`src/rtl/cmn_lfsr_pkg.sv`:
```
// cmn_lfsr_pkg: primitive tap masks and weighted-output bit ranges
// shared by the cmn_lfsr_gen LFSR family.
package cmn_lfsr_pkg;

    localparam logic [3:0]  LFSR_TAPS_4  = 4'b1001;
    localparam logic [7:0]  LFSR_TAPS_8  = 8'hB8;
    localparam logic [15:0] LFSR_TAPS_16 = 16'hD008;
    localparam logic [31:0] LFSR_TAPS_32 = 32'h80200003;

    localparam int LFSR_W0_BIT    = 0;
    localparam int LFSR_W1_LO     = 1;
    localparam int LFSR_W1_HI     = 2;
    localparam int LFSR_W2_LO     = 3;
    localparam int LFSR_W2_HI     = 5;
    localparam int LFSR_W3_LO     = 6;
    localparam int LFSR_W3_HI     = 9;
    localparam int LFSR_W_MIN_WID = LFSR_W3_HI + 1;

    // AND-reductions of wider groups give ~1/2, 1/4, 1/8, 1/16 densities
    function automatic logic [3:0] lfsr_weight(input logic [63:0] s);
        logic [3:0] w;
        w[0] = s[LFSR_W0_BIT];
        w[1] = &s[LFSR_W1_HI:LFSR_W1_LO];
        w[2] = &s[LFSR_W2_HI:LFSR_W2_LO];
        w[3] = &s[LFSR_W3_HI:LFSR_W3_LO];
        return w;
    endfunction

endpackage

```
`src/rtl/cmn_lfsr_step.sv`:
```
// cmn_lfsr_step: one combinational Fibonacci shift,
// feedback is the XOR of the tapped state bits shifted in at bit 0.
module cmn_lfsr_step #(
    parameter int               WIDTH = 16,
    parameter logic [WIDTH-1:0] TAPS  = '1
) (
    input  logic [WIDTH-1:0] i_s,
    output logic [WIDTH-1:0] o_s
);

    logic w_fb;

    assign w_fb = ^(i_s & TAPS);
    assign o_s  = {i_s[WIDTH-2:0], w_fb};

endmodule

```
`src/rtl/cmn_lfsr_gen.sv`:
```
// cmn_lfsr_gen: parametrised Fibonacci LFSR advancing STEP shifts per cycle.
// Define CMN_LFSR_WEIGHTED_EN to add the weighted out_w port.
module cmn_lfsr_gen
    import cmn_lfsr_pkg::*;
#(
    parameter int               WIDTH = 16,
    parameter logic [WIDTH-1:0] TAPS  = WIDTH'(LFSR_TAPS_16),
    parameter logic [WIDTH-1:0] SEED  = WIDTH'(1),
    parameter int               STEP  = 1
) (
    input  logic             clk,
    input  logic             rst_n,
    input  logic             en,
    input  logic             load,
    input  logic [WIDTH-1:0] seed_in,
    output logic [WIDTH-1:0] out,
    output logic             wrap,
    output logic             lockup
`ifdef CMN_LFSR_WEIGHTED_EN
    ,
    output logic [3:0]       out_w
`endif
);

    logic [WIDTH-1:0] r_state;
    logic             r_wrap;
    logic             r_lock;
    logic [STEP-1:0]  w_hit;
    logic [WIDTH-1:0] w_next;

    if (WIDTH < 3 || WIDTH > 64) begin : g_chk_width
        $error("cmn_lfsr_gen: WIDTH must be 3..64");
    end
    if (SEED == '0) begin : g_chk_seed
        $error("cmn_lfsr_gen: SEED must be non-zero");
    end
    if (STEP < 1 || STEP > WIDTH) begin : g_chk_step
        $error("cmn_lfsr_gen: STEP must be 1..WIDTH");
    end
    if (TAPS[WIDTH-1] != 1'b1) begin : g_chk_taps
        $error("cmn_lfsr_gen: TAPS[WIDTH-1] must be set");
    end

    // Each stage flags if its result lands on SEED, so skipped states still wrap
    for (genvar gi = 0; gi < STEP; gi++) begin : g_step
        logic [WIDTH-1:0] w_in;
        logic [WIDTH-1:0] w_out;
        if (gi == 0) begin : g_first
            assign w_in = r_state;
        end else begin : g_rest
            assign w_in = g_step[gi-1].w_out;
        end
        cmn_lfsr_step #(
            .WIDTH (WIDTH),
            .TAPS  (TAPS)
        ) u_step (
            .i_s (w_in),
            .o_s (w_out)
        );
        assign w_hit[gi] = (w_out == SEED);
    end

    assign w_next = g_step[STEP-1].w_out;

    always_ff @(posedge clk or negedge rst_n) begin
        if (!rst_n) begin
            r_state <= SEED;
            r_wrap  <= 1'b0;
            r_lock  <= 1'b0;
        end else begin
            r_wrap <= 1'b0;
            r_lock <= 1'b0;
            if (load) begin
                if (seed_in != '0) begin
                    r_state <= seed_in;
                end else begin
                    r_state <= SEED;
                    r_lock  <= 1'b1;
                end
            end else if (en) begin
                if (r_state == '0) begin
                    r_state <= SEED;
                    r_lock  <= 1'b1;
                end else begin
                    r_state <= w_next;
                    r_wrap  <= |w_hit;
                end
            end
        end
    end

    assign out    = r_state;
    assign wrap   = r_wrap;
    assign lockup = r_lock;

`ifdef CMN_LFSR_WEIGHTED_EN
    if (WIDTH < LFSR_W_MIN_WID) begin : g_chk_wwidth
        $error("cmn_lfsr_gen: weighted outputs need WIDTH >= 10");
    end
    assign out_w = lfsr_weight(64'(r_state));
`endif

endmodule

```
`config.mk`:
```
export PLATFORM = sky130hd
export DESIGN_NAME = cmn_lfsr_gen
export DESIGN_NICKNAME = d
export VERILOG_FILES = /design/src/rtl/cmn_lfsr_pkg.sv /design/src/rtl/cmn_lfsr_step.sv /design/src/rtl/cmn_lfsr_gen.sv
export SDC_FILE = /design/constraint.sdc
export NUM_CORES = 1
export LEC_CHECK = 0
export BUFFER_PORTS_ARGS = -buffer_cell sky130_fd_sc_hd__buf_4
export CAP_MARGIN = 5
export CORE_MARGIN = 2
export CORE_UTILIZATION = 30
export CTS_CLUSTER_DIAMETER = 40
export DETAILED_ROUTE_END_ITERATION = 7
export HOLD_SLACK_MARGIN = 0.08
export PLACE_DENSITY = 0.54
export SLEW_MARGIN = 20
export SYNTH_ARGS = -nofsm -noshare
export SYNTH_HDL_FRONTEND = slang
export SYNTH_HIERARCHICAL = 1
export SYNTH_SLANG_ARGS = --single-unit
```
`constraint.sdc`:
```
create_clock -name clk -period 1.3 [get_ports clk]
set_input_delay 0.065 -clock clk [delete_from_list [all_inputs] [get_ports clk]]
set_output_delay 0.065 -clock clk [all_outputs]
set_load 0.005 [all_outputs]
```
==> results of run 1 <==
[power breakdown]
part           internal (W)  switching (W)
Sequential         0.000616      0.0000662
Combinational      0.000287       0.000215
Clock              0.000270       0.000212
Total               0.00117       0.000493
[tightest hold or removal path, delay by kind of cell]
| family | cells | cell delay [ns] |
|---|---|---|
| compound gates | 1 | 0.11 |
| buf+inv | 1 | 0.09 |
| simple gates | 1 | 0.04 |
[flip-flops by register name (all words and copies together) (netlist names)]
name,flops
out,16
lockup,1
wrap,1
[cells by family after synthesis]
group | count (synthesis) | synth area share
buffers and inverters | 26 | 0.143
XOR/XNOR | 3 | 0.0233
flip-flops | 18 | 0.401
AO/OA/AOI/OAI | 32 | 0.149
AND/OR/NAND/NOR | 50 | 0.283
[final cells by class]
class / instances / area share
Inverter: 2 / 0.00422
Sequential cell: 18 / 0.255
Multi-Input combinational cell: 85 / 0.323
Tap cell: 48 / 0.0337
Clock buffer: 4 / 0.0309
Timing Repair Buffer: 79 / 0.353
[per-stage QoR]
step | cell area [um^2] | instances | utilization
floorplan | 1130 | 129 | -
global placement | 1540 | 220 | 0.423
detailed placement | 1540 | 220 | 0.423
CTS | 1740 | 235 | 0.480
global route | 1780 | 236 | 0.490
finish | 1780 | 236 | 0.490
[layout by cell type (no fill, tap or decap)]
master,netlist,routed
buf_4,16,64
a21oi_1,30,30
nor2b_1,15,15
nand3_1,15,15
dfrtp_1,17,15
dlygate4sd3_1,0,11
nor4_1,8,6
nor4_4,0,4
clkbuf_8,0,4
buf_6,0,3
nand4_1,2,2
inv_1,2,2
nor4_2,4,2
nor2_1,2,2
xnor2_1,2,2
dfrtp_2,0,2
nand4_4,0,1
nor3_2,0,1
or2_1,1,1
and3_1,1,1
a311oi_1,1,1
a211o_1,1,1
buf_2,3,1
xor2_1,1,1
dfstp_2,1,1
[metal layers]
| metal | GRT usage | vias to the layer above | wire [um] |
|---|---|---|---|
| met5 | 0 | - | 0 |
| met1 | 0.203 | 547 | 1400 |
| met2 | 0.274 | 39 | 1650 |
| met3 | 0.0240 | 6 | 163 |
| li1 | - | 565 | - |
| met4 | 0.0703 | 0 | 68 |
[synthesized netlist by cell type, drive strengths merged]
master / count
nor2b: 15
nand4: 3
inv: 2
a211o: 1
nor4: 12
a21oi: 30
buf: 20
nor3: 1
a311oi: 1
or2: 1
xnor2: 2
xor2: 1
dfrtp: 17
nand3: 15
and3: 1
dfstp: 1
clkbuf: 4
nor2: 2
[worst paths after layout]
| check | startpoint | end | slack [ns] | cells past startpoint |
|---|---|---|---|---|
| min | seed_in[2] | out[2] | 0.08 | 3 |
| min in group asynchronous | rst_n | out[1] | 0.21 | 2 |
| max | out[9] | wrap | -0.13 | 4 |
| min reg2reg | out[13] | out[14] | 0.64 | 2 |
| max reg2reg | out[9] | wrap | -0.13 | 4 |
| max in group asynchronous | rst_n | out[0] | 0.82 | 2 |
[timing repair]
item	CTS	global route
hold endpoints to repair	28	0
pin swaps	1	4
gates resized for setup	6	7
endpoints found under the setup margin	18	18
hold buffers	11	0
gates cloned	0	1
==> run_results.csv, run 1 <==
group,metric,value,unit
setup_path,critPathKind,"reg2reg",
detailed_routing,wl_per_cell,13.9,um
setup_path,cp_cell_sequence,"nor4_2 > nand4_4 > buf_4 > and3_1",
setup_path,cpPeakStageDelay,0.40,ns
synth,synth.distinct_cells,22,
clocking,clk_path_buf_depth,2,
synth,yosysTopAreaCell,"dfrtp_1",
die,die_w,65.3,um
sta,skew,0.00290,ns
run,max-cap-violations,0,
detailed_routing,drcViolationCount,0,
grt,antenna_found_initial,0,
finish,antenna_cells,0,
synth,ys_seq_area_frac,0.401,
clocking,clk-insertion-delay-late,0.26,ns
placed_design,post-place-ws,-0.110,ns
setup_path,crit_slowest_cell,"dfrtp_1",
grt,grt_max_degree,20,
sta,slew_headroom,0.767,
sta,worst_pin_slew,0.346,ns
synth,synthCells,129,
sta,post-route-period-util,1.10,
sta,period_needed,1.43,ns
placed_design,gp_congestion,0.788,
clocking,postCtsSetupBuffers,0,
pwr,ir_drop,513,uV
detailed_routing,vias,1157,
placed_design,dp_hpwl,2420,um
die,rows,22,
synth,syn-cell-area,1130,um^2
setup_path,crit_buf_inv,1,
sta,setup_slack,-0.133,ns
clocking,cts-buffers-inserted,3,
clocking,tritoncts,"yes",
sta,setup_tns,-1.98,ns
synth,synth.ff_latch_count,18,
finish,seq_area,454,um^2
sta,drv_slew,0,
finish,syn2layout_area_growth,58.1,%
finish,drive_gt1_frac,0.441,
clocking,cts_root_buf,"clkbuf_8",
setup_path,worstPathRequired,1.45,ns
pwr,fin_total_pwr,0.00167,W
clocking,clock_sinks,18,
die,start_util,0.310,
grt,gr-total-overflow,0,
die,die_area,4260,um^2
sta,hold_violations,0,
setup_path,end_kind,"flop",
hold_path,worstHoldPathType,"in2reg",
die,die_h,65.3,um
detailed_routing,vias_per_cell,4.90,
finish,multi_input_area,574,um^2
setup_path,crit_fanout,5,
grt,grt_pass1_wl,5220,um
detailed_routing,ant_nets,0,
detailed_routing,drt_iter0_markers,58,
sta,fmax,698,MHz
setup_path,cp_top_family,"simple AND/OR/NAND/NOR gates",
die,ios,38,
grt,grt_pass1_vias,1112,
pwr,power.density,936,nW/um^2
setup_path,worstPathArrival,1.59,ns
status,failed_checks,"negative setup slack",
clocking,clkTransAtPathRegs,0.08,ns
detailed_routing,finalWirelength,3280,um
die,core_area,3630,um^2
synth,ys_warn_count,6,
sta,whs,0.0797,ns
grt,grtUsageTotal,0.162,
sta,rsz0062_at_grt,"true",
finish,layout.nets,209,
sta,setup_viol,18,
status,status,"finished with violations",
clocking,htree_levels,1,
finish,num-fill-cells,366,
synth,yosysTopAreaCellShare,0.378,
synth,syn_avg_cell_area,8.73,um^2
pwr,p_leak,0.794,nW
placed_design,portBuffers,37,
synth,synthesis.nets,149,
detailed_routing,dr.pass1.iters,4,
setup_path,setup.worst_path.start_class,"flop",
synth,synth_area_leaders,"dfrtp_1, a21oi_1, buf_4",
Note: power is estimated with default switching activity, not from simulation.
==> inputs of run 2 (changes only) <==
--- a/config.mk
+++ b/config.mk
@@ -11,8 +11,8 @@
 export CORE_UTILIZATION = 30
 export CTS_CLUSTER_DIAMETER = 40
 export DETAILED_ROUTE_END_ITERATION = 7
-export HOLD_SLACK_MARGIN = 0.08
 export PLACE_DENSITY = 0.54
+export RECOVER_POWER = 25
 export SLEW_MARGIN = 20
 export SYNTH_ARGS = -nofsm -noshare
 export SYNTH_HDL_FRONTEND = slang
==> run 2 against run 1 <==
Against the previous run: the run still ends with negative setup slack left; via count shrank 2.7%; sequential power is essentially flat; clock skew grew 0.0019 ns; worst hold slack lost 0.037 ns; largest power group unchanged; highest routed layer unchanged.
==> run_results.csv, run 2 (synthesis gave the netlist of run 1 again) <==
group,metric,value,unit
detailed_routing,finalWirelength,3240,um
grt,grt_pass1_wl,5070,um
die,die_area,4260,um^2
finish,layout.nets,198,
die,rows,22,
setup_path,setup.worst_path.start_class,"flop",
clocking,cts_root_buf,"clkbuf_8",
pwr,power_frac_comb,0.298,
setup_path,cp_cell_sequence,"nor4_4 > nand4_2 > buf_6 > nand3_1 > a21oi_2",
detailed_routing,vias,1126,
pwr,ir_drop,516,uV
sta,fmax,710,MHz
setup_path,end_kind,"flop",
run,max-cap-violations,0,
placed_design,dp_hpwl,2420,um
setup_path,worstPathRequired,1.45,ns
detailed_routing,wl_per_cell,14.4,um
detailed_routing,dr.pass1.iters,4,
sta,drv_slew,0,
setup_path,crit_fanout,9,
finish,multi_input_area,602,um^2
pwr,seq_power_share,0.412,
finish,layout.cells.non_filler,225,
finish,final_common_cell,"buf_4",
setup_path,cp-startpoint,"out[11]",
sta,post-route-period-util,1.08,
sta,worst_pin_slew,0.488,ns
finish,num-fill-cells,370,
placed_design,gp_congestion,0.788,
setup_path,worstPathArrival,1.56,ns
status,status,"finished with violations",
hold_path,worstHoldStart,"seed_in[0]",
clocking,clk-insertion-delay-late,0.26,ns
grt,grtUsageTotal,0.158,
grt,grt_max_degree,20,
pwr,power.density,973,nW/um^2
placed_design,portBuffers,37,
pwr,switchingPower,0.000498,W
clocking,postCtsSetupBuffers,0,
setup_path,crit_buf_inv,1,
clocking,tritoncts,"yes",
finish,syn2layout_area_growth,51.2,%
detailed_routing,drt_iter0_markers,45,
finish,largest_register_ffs,16,
finish,mostFrequentLayoutCells,"buf_4, a21oi_1, dfrtp_1",
finish,seq_area,453,um^2
pwr,swShare,0.301,
pwr,clockPowerShare,0.291,
pwr,p_int,0.00116,W
grt,gr-total-overflow,0,
status,failed_checks,"negative setup slack",
setup_path,cp_top_family,"simple AND/OR/NAND/NOR gates",
detailed_routing,drcViolationCount,0,
finish,antenna_cells,0,
detailed_routing,ant_nets,0,
setup_path,cpPeakStageDelay,0.42,ns
sta,hold_violations,0,
setup_path,critPathKind,"reg2reg",
hold_path,worstHoldPathType,"in2reg",
clocking,clkTransAtPathRegs,0.08,ns
die,start_util,0.310,
sta,period_needed,1.41,ns
die,ios,38,
sta,setup_slack,-0.109,ns
die,core_area,3630,um^2
setup_path,crit_slowest_cell,"dfrtp_1",
clocking,htree_levels,1,
grt,grt_pass1_vias,1071,
clocking,cts-buffers-inserted,3,
sta,skew,0.00480,ns
die,die_w,65.3,um
sta,rsz0062_at_grt,"true",
finish,drive_gt1_frac,0.508,
detailed_routing,vias_per_cell,5.00,
sta,setup_viol,18,
grt,antenna_found_initial,0,
setup_path,r2r_start,"out[11]",
clocking,clk_path_buf_depth,2,
clocking,clock_sinks,18,
sta,slew_headroom,0.675,
placed_design,post-place-cells,220,
placed_design,post-place-ws,-0.110,ns
pwr,p_leak,0.754,nW
die,die_h,65.3,um
## run 2: per-layer routing
layer	wire, um	track usage	vias up
met2	1620	0.263	35
met4	68	0.0703	0
met5	0	0	-
met3	146	0.0240	6
met1	1410	0.201	541
li1	-	-	544
## run 2: what timing repair did
action,in CTS,in global routing
cloned,0,0
gates resized for setup,6,15
pin swaps,1,4
hold buffers,1,0
setup endpoints to repair,18,18
endpoints found under the hold margin,18,0
## run 2: area by class of cell
cell class | count | area share
clock buffers | 4 | 0.0323
repair buffers | 68 | 0.309
multi-input cells | 85 | 0.353
flip-flops and latches | 18 | 0.266
well taps | 48 | 0.0353
inverters | 2 | 0.00441
## run 2: power by group through the flow
stage	registers, W	clock network [W]	logic (W)
after floorplan	0.000689	0	0.000237
after global placement	0.000678	0	0.000452
after detailed placement	0.000681	0	0.000455
after CTS	0.000677	0.000484	0.000478
after global routing	0.000687	0.000510	0.000536
final	0.000681	0.000481	0.000493
## run 2: worst paths after layout
check / end / slack, ns / cells after the start
max reg2reg: out[11] / -0.11 / 5
min reg2reg: out[14] / 0.62 / 2
max: out[11] / -0.11 / 5
min: out[0] / 0.04 / 2
max in group asynchronous: out[15] / 0.65 / 2
min in group asynchronous: out[1] / 0.29 / 2
## run 2: through the flow
step	hold WS, ns	TNS [ns]	cell area [um^2]	utilization	total power [W]
finish	0.0432	-1.51	1700	0.469	0.00166
global route	0.0548	-3.32	1700	0.469	0.00173
CTS	0.0459	-1.55	1640	0.452	0.00164
detailed placement	-0.0469	-1.55	1540	0.423	0.00114
global placement	-0.0483	-1.04	1540	0.423	0.00113
floorplan	-0.231	-0.615	1130	-	0.000926
## run 2: worst reg2reg max path, cell delays in order, from the launching register on
cell,delay [ns]
dfrtp_1,0.42
nor4_4,0.32
nand4_2,0.21
buf_6,0.19
nand3_1,0.10
a21oi_2,0.06
==> inputs of run 3 (changes only) <==
--- a/config.mk
+++ b/config.mk
@@ -5,13 +5,14 @@
 export SDC_FILE = /design/constraint.sdc
 export NUM_CORES = 1
 export LEC_CHECK = 0
+export ABC_AREA = 1
 export BUFFER_PORTS_ARGS = -buffer_cell sky130_fd_sc_hd__buf_4
 export CAP_MARGIN = 5
 export CORE_MARGIN = 2
 export CORE_UTILIZATION = 30
 export CTS_CLUSTER_DIAMETER = 40
 export DETAILED_ROUTE_END_ITERATION = 7
-export PLACE_DENSITY = 0.54
+export PLACE_DENSITY = 0.53
 export RECOVER_POWER = 25
 export SLEW_MARGIN = 20
 export SYNTH_ARGS = -nofsm -noshare
==> constraint.sdc (replaced) <==
create_clock -name clk -period 1.3 [get_ports clk]
set_input_delay 0.325 -clock clk [delete_from_list [all_inputs] [get_ports clk]]
set_output_delay 0.325 -clock clk [all_outputs]
set_load 0.005 [all_outputs]
==> run 3 against run 2 <==
Against the previous run: the flow still finishes with violations (negative setup slack); clock-buffer cell count did not move; die area grew 19%; area after synthesis rose by 20%; fmax up 7.5%; flip-flop and latch count is the same; combinational power increased by 34%; sequential share of layout area down 2.4 points; global-route usage down 1.7 points; non-clock buffer count shrank 7; sequential power is 0.6% higher; worst setup slack improved by 0.098 ns; largest power group unchanged.
==> run_results.csv, run 3 <==
group,metric,value,unit
status,status,"finished with violations",
status,failed_checks,"negative setup slack",
sta,rsz0062_at_grt,"true",
finish,largest_register_ffs,16,
synth,synth.ff_latch_count,18,
synth,synthFlopType,"dfrtp_1",
placed_design,placed_area,1680,um^2
synth,syn-cell-area,1350,um^2
sta,drv_slew,0,
grt,grtUsageTotal,0.141,
synth,syn_avg_cell_area,6.87,um^2
placed_design,portBuffers,37,
sta,slew_headroom,0.672,
setup_path,setup.worst_path.start_class,"flop",
sta,setup_slack,-0.0108,ns
grt,grt_max_degree,19,
synth,ys_warn_count,6,
finish,drive_gt1_frac,0.435,
setup_path,crit_slowest_cell,"dfrtp_2",
finish,syn2layout_area_growth,38.5,%
detailed_routing,ant_nets,0,
sta,setup_viol,1,
setup_path,cp_cell_sequence,"nor2_2 > nand2_1 > nor2_2 > nand2_2 > buf_12 > nand2_2 > a21oi_2",
sta,skew,0.00693,ns
synth,ys_async_sr_fraction,1.00,
setup_path,worstPathArrival,1.45,ns
finish,mostFrequentLayoutCells,"buf_4, nor2_1, nand2_1",
grt,grt_pass1_vias,1241,
placed_design,dp_hpwl,2600,um
die,core_area,4350,um^2
synth,synthTopCellsByCount,"nor2_1, nand2_1, a21oi_1, inv_1, buf_4",
pwr,power.density,938,nW/um^2
detailed_routing,drt_iter0_markers,48,
clocking,htree_levels,1,
detailed_routing,vias_per_cell,4.50,
synth,yosysTopAreaCellShare,0.314,
run,max-cap-violations,0,
pwr,ir_drop,511,uV
sta,hold_violations,0,
finish,layout.nets,260,
placed_design,gp_congestion,0.821,
clocking,clk_path_buf_depth,2,
pwr,p_leak,0.932,nW
synth,synth_edf_count,0,
synth,synthesis.nets,217,
synth,synthCells,197,
synth,synth.distinct_cells,20,
clocking,clk-insertion-delay-late,0.26,ns
die,die_w,71.2,um
grt,grt_pass1_wl,5660,um
synth,synth_area_leaders,"dfrtp_1, nor2_1, buf_4",
detailed_routing,dr.pass1.iters,4,
synth,yosysTopAreaCell,"dfrtp_1",
clocking,cts-buffers-inserted,3,
setup_path,end_kind,"flop",
setup_path,critPathKind,"reg2reg",
finish,antenna_cells,0,
detailed_routing,wl_per_cell,12.1,um
grt,antenna_found_initial,0,
clocking,cts_root_buf,"clkbuf_8",
synth,ys_seq_area_frac,0.334,
setup_path,worstPathRequired,1.44,ns
sta,worst_pin_slew,0.492,ns
setup_path,crit_fanout,8,
die,rows,24,
hold_path,worstHoldPathType,"in2reg",
placed_design,post-place-cells,284,
synth,post-synth-top-count-cell,"nor2_1",
detailed_routing,vias,1310,
die,die_area,5070,um^2
finish,layout.cells.non_filler,291,
setup_path,cpPeakStageDelay,0.47,ns
clocking,clock_sinks,18,
detailed_routing,drcViolationCount,0,
finish,final_common_cell,"buf_4",
clocking,tritoncts,"yes",
detailed_routing,finalWirelength,3510,um
clocking,clkTransAtPathRegs,0.08,ns
grt,gr-total-overflow,0,
finish,fin_area,1880,um^2
die,die_h,71.2,um
sta,post-route-period-util,1.01,
sta,period_needed,1.31,ns
die,ios,38,
sta,fmax,763,MHz
die,start_util,0.311,
==> run 3: cell type report <==
class | count | area (um^2)
fill | 472 | 2480
multi-input combinational | 134 | 736
sequential | 18 | 454
clock buffer | 4 | 45.0
timing repair buffer | 61 | 493
inverter | 22 | 82.6
tap | 52 | 65.1
==> run 3: stage by stage <==
step           hold slack (ns)  TNS [ns]  setup WS, ns   util  total power, W
5_1_grt                  0.377     -1.02        -0.126  0.431         0.00188
2_1_floorplan           0.0294         0        0.0987      -         0.00107
4_1_cts                  0.372         0        0.0107  0.397         0.00171
3_3_place_gp             0.220         0        0.0366  0.386         0.00129
3_5_place_dp             0.220         0        0.0399  0.386         0.00129
6_report                 0.375   -0.0108       -0.0108  0.431         0.00176
==> run 3: worst max-delay path, delay by kind of cell (launching register included) <==
kind                   cells  cell delay, ns
and+or+nand+nor            5            0.51
AOI/OAI and AO/OA          1            0.05
buffers and inverters      1            0.17
DFF                        1            0.47
==> run 3: what timing repair did <==
action                                 in CTS  in global routing
setup buffers                               1                  3
gates cloned                                0                  0
hold buffers                                1                  0
endpoints found under the hold margin      17                  0
pin swaps                                   0                  3
resized for setup                           1                 33
setup endpoints to repair                   3                 19
==> run 3: kinds of logic (layout without fill, tap and decap cells) <==
group,after synthesis,after routing,share of synthesized area
DFF,18,18,0.334
and+or+nand+nor,102,102,0.331
xor gates and xnor gates,1,1,0.00647
buffers and inverters,45,87,0.189
AOI/OAI and AO/OA,31,31,0.140
==> run 3: layer usage <==
layer / part of all wire / global-route usage / up-vias
li1: - / - / 679
met1: 0.48 / 0.190 / 597
met2: 0.47 / 0.224 / 30
met3: 0.040 / 0.0328 / 4
met4: 0.012 / 0.0440 / 0
met5: 0 / 0 / -
==> run 3: worst paths after layout <==
path	start	to	slack [ns]	depth (start not counted)
setup reg to reg	out[12]	out[12]	-0.01	7
setup / recovery	out[12]	out[12]	-0.01	7
min in group asynchronous	rst_n	out[10]	0.56	2
max in group asynchronous	rst_n	out[14]	0.38	2
hold / removal	seed_in[10]	out[10]	0.37	3
hold reg to reg	out[0]	out[1]	0.63	4
==> run 3: report_power, final <==
part / switching [W] / total (W) / internal, W
Clock: 0.000196 / 0.000414 / 0.000218
Sequential: 0.0000568 / 0.000685 / 0.000628
Combinational: 0.000314 / 0.000660 / 0.000346
Total: 0.000567 / 0.00176 / 0.00119
